**src/rtl/div_unit.sv**
```systemverilog
// rtl/div_unit.sv - iterative restoring divider for RV32M DIV/DIVU/REM/REMU
// One quotient bit per CALC cycle; divide-by-zero and signed overflow finish directly.
module div_unit #(
  parameter int WIDTH = 32
) (
  input  logic             clk,
  input  logic             rst_n,
  input  logic             flush,
  input  logic             in_valid,
  output logic             in_ready,
  input  logic [1:0]       op,
  input  logic [WIDTH-1:0] dividend,
  input  logic [WIDTH-1:0] divisor,
  output logic             out_valid,
  input  logic             out_ready,
  output logic [WIDTH-1:0] result
);

  localparam int CW = $clog2(WIDTH + 1);

  typedef enum logic [1:0] {
    IDLE,
    CALC,
    DONE
  } state_t;

  state_t           state, state_nxt;
  logic [CW-1:0]    cnt;
  logic [WIDTH-1:0] prem;
  logic [WIDTH-1:0] quo;
  logic [WIDTH-1:0] dvsr;
  logic [WIDTH-1:0] res_r;
  logic             sel_rem, neg_q, neg_r;

  logic             accept, is_signed, a_neg, b_neg, div_zero, ovf, fast, take, last;
  logic [WIDTH-1:0] a_mag, b_mag, fast_res, prem_nxt, quo_nxt, fin_q, fin_r;
  logic [WIDTH:0]   shifted, diff;

  assign in_ready  = (state == IDLE);
  assign out_valid = (state == DONE);
  assign result    = res_r;
  assign accept    = in_valid && in_ready && !flush;

  assign is_signed = !op[0];
  assign a_neg     = is_signed && dividend[WIDTH-1];
  assign b_neg     = is_signed && divisor[WIDTH-1];
  assign a_mag     = a_neg ? (~dividend + 1'b1) : dividend;
  assign b_mag     = b_neg ? (~divisor + 1'b1) : divisor;
  assign div_zero  = (divisor == '0);
  assign ovf       = is_signed && (dividend == {1'b1, {(WIDTH-1){1'b0}}}) && (divisor == '1);
  assign fast      = div_zero || ovf;

  // On overflow the quotient equals the dividend (most negative value) and the remainder is zero.
  always_comb begin
    fast_res = '0;
    if (div_zero) fast_res = op[1] ? dividend : '1;
    else          fast_res = op[1] ? '0 : dividend;
  end

  // Borrow lives in bit WIDTH of the difference; a clear borrow means the subtraction fits.
  assign shifted  = {prem, quo[WIDTH-1]};
  assign diff     = shifted - {1'b0, dvsr};
  assign take     = !diff[WIDTH];
  assign prem_nxt = take ? diff[WIDTH-1:0] : shifted[WIDTH-1:0];
  assign quo_nxt  = {quo[WIDTH-2:0], take};
  assign last     = (cnt == CW'(1));
  assign fin_q    = neg_q ? (~quo_nxt + 1'b1) : quo_nxt;
  assign fin_r    = neg_r ? (~prem_nxt + 1'b1) : prem_nxt;

  always_ff @(posedge clk or negedge rst_n) begin
    if (!rst_n) state <= IDLE;
    else        state <= state_nxt;
  end

  always_comb begin
    state_nxt = state;
    case (state)
      IDLE:    if (accept) state_nxt = fast ? DONE : CALC;
      CALC:    if (last) state_nxt = DONE;
      DONE:    if (out_ready) state_nxt = IDLE;
      default: state_nxt = IDLE;
    endcase
    if (flush) state_nxt = IDLE;
  end

  always_ff @(posedge clk or negedge rst_n) begin
    if (!rst_n) begin
      cnt     <= '0;
      prem    <= '0;
      quo     <= '0;
      dvsr    <= '0;
      res_r   <= '0;
      sel_rem <= 1'b0;
      neg_q   <= 1'b0;
      neg_r   <= 1'b0;
    end else if (!flush) begin
      if (accept) begin
        cnt     <= CW'(WIDTH);
        prem    <= '0;
        quo     <= a_mag;
        dvsr    <= b_mag;
        sel_rem <= op[1];
        neg_q   <= a_neg ^ b_neg;
        neg_r   <= a_neg;
        if (fast) res_r <= fast_res;
      end else if (state == CALC) begin
        cnt  <= cnt - CW'(1);
        prem <= prem_nxt;
        quo  <= quo_nxt;
        if (last) res_r <= sel_rem ? fin_r : fin_q;
      end
    end
  end

endmodule

```
**config.mk**
```make
export PLATFORM = sky130hd
export DESIGN_NAME = div_unit
export DESIGN_NICKNAME = d
export VERILOG_FILES = /design/src/rtl/div_unit.sv
export SDC_FILE = /design/constraint.sdc
export NUM_CORES = 1
export LEC_CHECK = 0
export ABC_AREA = 0
export ABC_CLOCK_PERIOD_IN_PS = 5300
export BUFFER_PORTS_ARGS = -buffer_cell sky130_fd_sc_hd__buf_2
export CAP_MARGIN = 40
export CELL_PAD_IN_SITES_DETAIL_PLACEMENT = 1
export CELL_PAD_IN_SITES_GLOBAL_PLACEMENT = 2
export CORE_MARGIN = 2
export CORE_UTILIZATION = 33
export DETAILED_ROUTE_END_ITERATION = 8
export PLACE_DENSITY_LB_ADDON = 0.3
export SETUP_SLACK_MARGIN = 0.3
export SYNTH_ARGS = -nofsm -noshare
export SYNTH_HDL_FRONTEND = slang
export SYNTH_SLANG_ARGS = --single-unit
```
**constraint.sdc**
```tcl
create_clock -name clk -period 5.3 [get_ports clk]
set_clock_uncertainty 0.15 [all_clocks]
set_input_delay 1.06 -clock clk [delete_from_list [all_inputs] [get_ports clk]]
set_output_delay 1.06 -clock clk [all_outputs]
set_load 0.005 [all_outputs]
```
### Yosys cells after proc, flatten, opt, wreduce, memory -nomap -nowiden

Index checks and enable logic that the tools add are counted.
W data, S select, Z words.

| word-level totals | value |
|---|---|
| bits in registers | 139 |
| bits of input ports | 71 |
| output and inout port bits | 34 |
| logic and storage cells | 73 |

| cells by class | value |
|---|---|
| add/subtract/negate cells | 6 |
| equality and inequality tests | 9 |
| mux-type cells | 25 |
| bitwise operators | 6 |
| reduce and logical (&&, ||, !) cells | 18 |

Operators by type and width:

| cell | number |
|---|---|
| $mux W32 | 17 |
| $add A32 B1 Y32 const B | 4 |
| $not A32 Y32 | 4 |
| $eq A32 B32 Y1 const B | 2 |
| $sub A33 B32 Y33 | 1 |
| $logic_not A32 Y1 | 1 |
| $mux W6 | 2 |
| $mux W2 | 5 |
| $eq A6 B1 Y1 const B | 1 |
| $logic_and A1 B1 Y1 | 6 |
| $ne A3 B2 Y1 const B | 2 |
| $pmux W2 S3 | 1 |
| $sub A6 B1 Y6 const B | 1 |
| $reduce_and A2 Y1 | 2 |
| $reduce_and A4 Y1 | 1 |
| $reduce_bool A2 Y1 | 2 |
| $logic_not A1 Y1 | 3 |
| $ne A3 B3 Y1 const B | 1 |
| $reduce_and A3 Y1 | 1 |
| $eq A2 B1 Y1 const B | 1 |
| $eq A2 B2 Y1 const B | 1 |
| $logic_not A2 Y1 | 1 |
| $ne A2 B1 Y1 const B | 1 |
| $logic_or A1 B1 Y1 | 1 |
| 2 further kinds | 2 |

### Longest topological paths before layout

| logic depth | value |
|---|---|
| depth after elaboration | 9 |
| mapped depth | 25 |
| depth with buffers taken out | 22 |

### Least setup slack after synthesis

No wires, ideal clock.

| timing | value |
|---|---|
| kind | reg2reg |
| start point | register prem[22] |
| end point | register res_r[24], in the netlist result[24] |
| arrival | 4.952 ns |
| required time | 5.073 ns |
| slack | 0.120 ns |
| stages on the path, launching flop included | 21 |
| buffers on the path | 4 |
| clock period less this slack | 5.180 ns |
| cell sequence | dfrtp_1 > ha_1 > clkbuf_1 > a21o_1 > o31ai_1 > or4b_1 > o21ai_1 > nor2_1 > inv_2 > buf_2 > buf_2 > buf_1 > ha_1 > nand2b_1 > or3_4 > or4_1 > or2_1 > o21ai_0 > xor2_1 > a221o_1 > a21oi_1 |

| on the way | value |
|---|---|
| cells in the longest elaborated chain, start to end | 9 |

RTL lines:

| element | line | RTL |
|---|---|---|
| start, declared | 29 | `logic [WIDTH-1:0] prem;` |
| start signal, assigned | 108 | `prem <= prem_nxt;` |
| $sub A33 B32 Y33 | 62 | `assign diff = shifted - {1'b0, dvsr};` |
| $mux W32 / $logic_not A1 Y1 (equally long branches) | 64, 63 |  |
| $not A32 Y32, on equally long branches | 68, 67 |  |
| $add A32 B1 Y32, on equally long branches | 68, 67 |  |
| $mux W32, on equally long branches | 68, 67 |  |
| $mux W32 (*) (2 in series) | 110 | `if (last) res_r <= sel_rem ? fin_r : fin_q;` |
| $mux W32 (*) | 106 | `end else if (state == CALC) begin` |
| $mux W32 (*) | 97 | `if (accept) begin` |
| end signal, assigned | 105 | `if (fast) res_r <= fast_res;` |
| end signal, assigned | 110 |  |
| end, declared | 32 | `logic [WIDTH-1:0] res_r;` |

Every way passes the cells marked *; elsewhere a longest branch is shown, timed or not. The select of a mux whose other input is x is not followed.
A chain may end at the register's enable or synchronous reset.

### Final worst setup path

| timing | value |
|---|---|
| start point | register quo[31] |
| end point | register res_r[26], in the netlist result[26] |

| on the way | value |
|---|---|
| cells in the longest elaborated chain, start to end | 9 |

RTL lines:

| element | line | RTL |
|---|---|---|
| start, declared | 30 | `logic [WIDTH-1:0] quo;` |
| start signal, assigned | 100 | `quo <= a_mag;` |
| start signal, assigned | 109 | `quo <= quo_nxt;` |
| $sub A33 B32 Y33 | 62 |  |
| $mux W32 / $logic_not A1 Y1 (equally long branches) | 64, 63 |  |
| $not A32 Y32, on equally long branches | 68, 67 |  |
| $add A32 B1 Y32, on equally long branches | 68, 67 |  |
| $mux W32, on equally long branches | 68, 67 |  |
| $mux W32 (*) (2 in series) | 110 |  |
| $mux W32 (*) | 106 |  |
| $mux W32 (*) | 97 |  |

Marked as above.

==> key figures <==
Die
  • Die area: 0.03815 mm2
  • Starting density of the core: 0.3323
  • Boundary pin count: 105
  • Die Wd: 195.3 um
  • Core ar.: 0.03635 mm2
  • Site Rows: 70
  • Die height: 195.3 um

Route
  • Routed via count: 12459
  • Via/cell ratio: 5.792
  • Routed WL: 49210 um
  • DR WL/cell: 22.88 um
  • Antenna Violating Nets Remaining: 0
  • Initial DRC count: 732
  • DRC viols: 0
  • First-pass DRT Iterations: 7

Setup path
  • CP Class: reg2reg
  • Buf+Inv Stages, Crit Path: 3
  • Crit path DAT: 5000 ps
  • Reg2Reg Setup Slack: 470 ps
  • Max stage delay on crit path: 510 ps
  • CP max FO: 7
  • Crit-path cells: inv_1, ha_1, inv_1, fa_2, a211oi_4, o211ai_1, a21oi_2, and2_1, o311ai_2, nor2_4, clkinv_4, ha_1, nand2b_1, or3_4, or4_4, or2_4, o41ai_2, xnor2_1, a221oi_2, o21ai_1
  • CP endpoint kind: register
  • Delay-heaviest family, CP: simple AND/OR/NAND/NOR gates
  • Critical-path top delay cell: or4_4
  • CP required: 5470 ps
  • Startpoint Class: register

Synthesis
  • Synth unique cells: 88
  • Syn Nets: 1690
  • Prevailing post-synth register cell: dfrtp_1
  • Async SR Flop Fraction: 1.000
  • Cells after Synth: 1579
  • #FFs+latches synth: 139
  • Yosys top cell by area: dfrtp_1
  • Synthesized cell area: 0.01208 mm2
  • Ys Warns: 0
  • Post-Syn Area per Cell: 7.650 um2
  • Ranking of synthesized cells by area: dfrtp_1 (29%), o21ai_0 (7.9%), nand2_1 (6.6%)
  • Number of synthesized flops with an enable pin: 0
  • Register area share after synthesis: 0.2880
  • Area share of the largest cell type after synthesis: 0.2880

Clocking
  • Max clock buf depth: 2
  • Clk slew on worst S/H paths: 60 ps
  • CTS root buf: clkbuf_16
  • Later-pin clock latency in the skew report: 450 ps
  • Total CTS buffers: 17
  • # clock sinks: 139
  • CTS tree: yes
  • CTS H-tree depth: 4

STA
  • Final hold violations: 0
  • Count of pins over their slew limit: 0
  • Setup TNS: 0 ps
  • Final hold slack: 332.1 ps
  • Max frequency: 0.2069 GHz
  • Unrepaired setup endpoints after global routing: yes
  • Slew margin rel.: 0.3837
  • Period Utilization, post-route: 0.9121
  • Final WS setup: 465.9 ps
  • Slew @ Worst Pin: 924.5 ps
  • Final min period: 4834 ps
  • Final setup viols: 0

Placement
  • Hpwl dp: 38370 um
  • Routability cong.: 0.8869
  • I/O Buffers: 104
  • Pre-CTS setup slack: 169.8 ps

Final layout
  • Share of layout cells above drive strength 1: 0.1468
  • Final #Nets: 1782
  • Commonest cells after routing, fill and taps aside: nand2_1 (213), o21ai_0 (189), dfrtp_1 (139)
  • Fillers: 4418
  • P&R area growth vs syn: 16.72%
  • Commonest non-fill, non-tap cell in the layout: nand2_1
  • Reg area: 0.003478 mm2
  • Diode count: 0
  • Util after Layout: 0.3879
  • Multi-input gate area: 0.008175 mm2

Power
  • Worst VDD drop: 0.1897 mV
  • Power per cell area: 359.9 mW/mm2
  • Leak Pwr: 0.005929 uW
  • Pwr Total: 5074 uW

Global route
  • Initial antenna violation count: 0
  • Total global-route track usage: 0.2599
  • GR Overflow Total: 0
  • Vias in the first global route: 12746
  • Pin count of the biggest net entering global routing: 83
  • First-pass GRT wire length: 76360 um

Status
  • Status: completed

Worst hold path
  • Worst Hold Class: reg2reg

Flow run
  • Max_cap viols: 0
[cell usage after synthesis (20+ instances only)]
cell and number:
a21oi_1 115, clkbuf_1 68, dfrtp_1 139, ha_1 39, inv_1 54, mux2i_1 34, nand2_1 213, nand3_1 23
nor2_1 115, nor3_1 39, o21ai_0 191, o22ai_1 32, o31ai_1 28, o41ai_1 20, or3_1 23, xnor2_1 80
xor2_1 53
[what timing repair did]
item                       in CTS  in global routing
pin swaps                       2                  6
buffers inserted                1                  4
gates resized for setup         8                 19
hold buffers                    0                  0
setup endpoints to repair       4                 15
[power by group]
part	switching (uW)	internal, uW
clock network	536	755
registers	256	1320
logic	1350	856
total	2150	2930
[flip-flops by register name (all words and copies together) (netlist names)]
name and cells:
sel_rem 1, dvsr 32, result 32, state 2, prem 32, neg_q 1, cnt 6, neg_r 1
quo 32
[final timing paths]
| check | startpoint | end | depth (start not counted) |
|---|---|---|---|
| worst min-delay path | dvsr[8] | dvsr[8] | 2 |
| worst max register to register | quo[31] | result[26] | 20 |
| worst min register to register | dvsr[8] | dvsr[8] | 2 |
| max in group asynchronous | rst_n | quo[28] | 3 |
| worst max-delay path | quo[31] | result[26] | 20 |
| min in group asynchronous | rst_n | cnt[3] | 2 |
[worst register-to-register path, cell delays in order, from the launching register on]
cell and delay, ps:
dfrtp_1 380, inv_1 70, ha_1 210, inv_1 80
fa_2 260, a211oi_4 80, o211ai_1 290, a21oi_2 130
and2_1 210, o311ai_2 410, nor2_4 90, clkinv_4 110
ha_1 180, nand2b_1 100, or3_4 410, or4_4 510
or2_4 300, o41ai_2 230, xnor2_1 130, a221oi_2 250
o21ai_1 110
[logic make-up after synthesis]
kind of cell / after synthesis / synth area share
flops: 139 / 0.2880
buf+inv: 147 / 0.04765
compound gates: 548 / 0.2843
fa+ha+maj: 40 / 0.04206
xor+xnor: 133 / 0.09644
mux: 35 / 0.02911
simple gates: 537 / 0.2125
[stage by stage]
stage / instance area [um2] / instances
6_report: 14100 / 2151
5_1_grt: 14100 / 2151
4_1_cts: 13990 / 2147
3_5_place_dp: 13350 / 2115
3_3_place_gp: 13260 / 2111
2_1_floorplan: 12090 / 1579
[per-layer routing]
metal,global-route usage,vias to the layer above,share of wire
met5,0,-,0
met4,0.1004,0,0.036
met3,0.03610,69,0.038
met2,0.4284,233,0.46
met1,0.3450,6213,0.46
li1,-,5944,-
[area by class of cell]
class | instances | share of cell area
clock buffer | 18 | 0.03115
clock inverter | 13 | 0.01163
inverter | 55 | 0.01500
multi-input combinational | 1293 | 0.5799
sequential | 139 | 0.2467
tap | 468 | 0.04153
timing repair buffer | 165 | 0.07410
(Power assumes the default switching activity.)
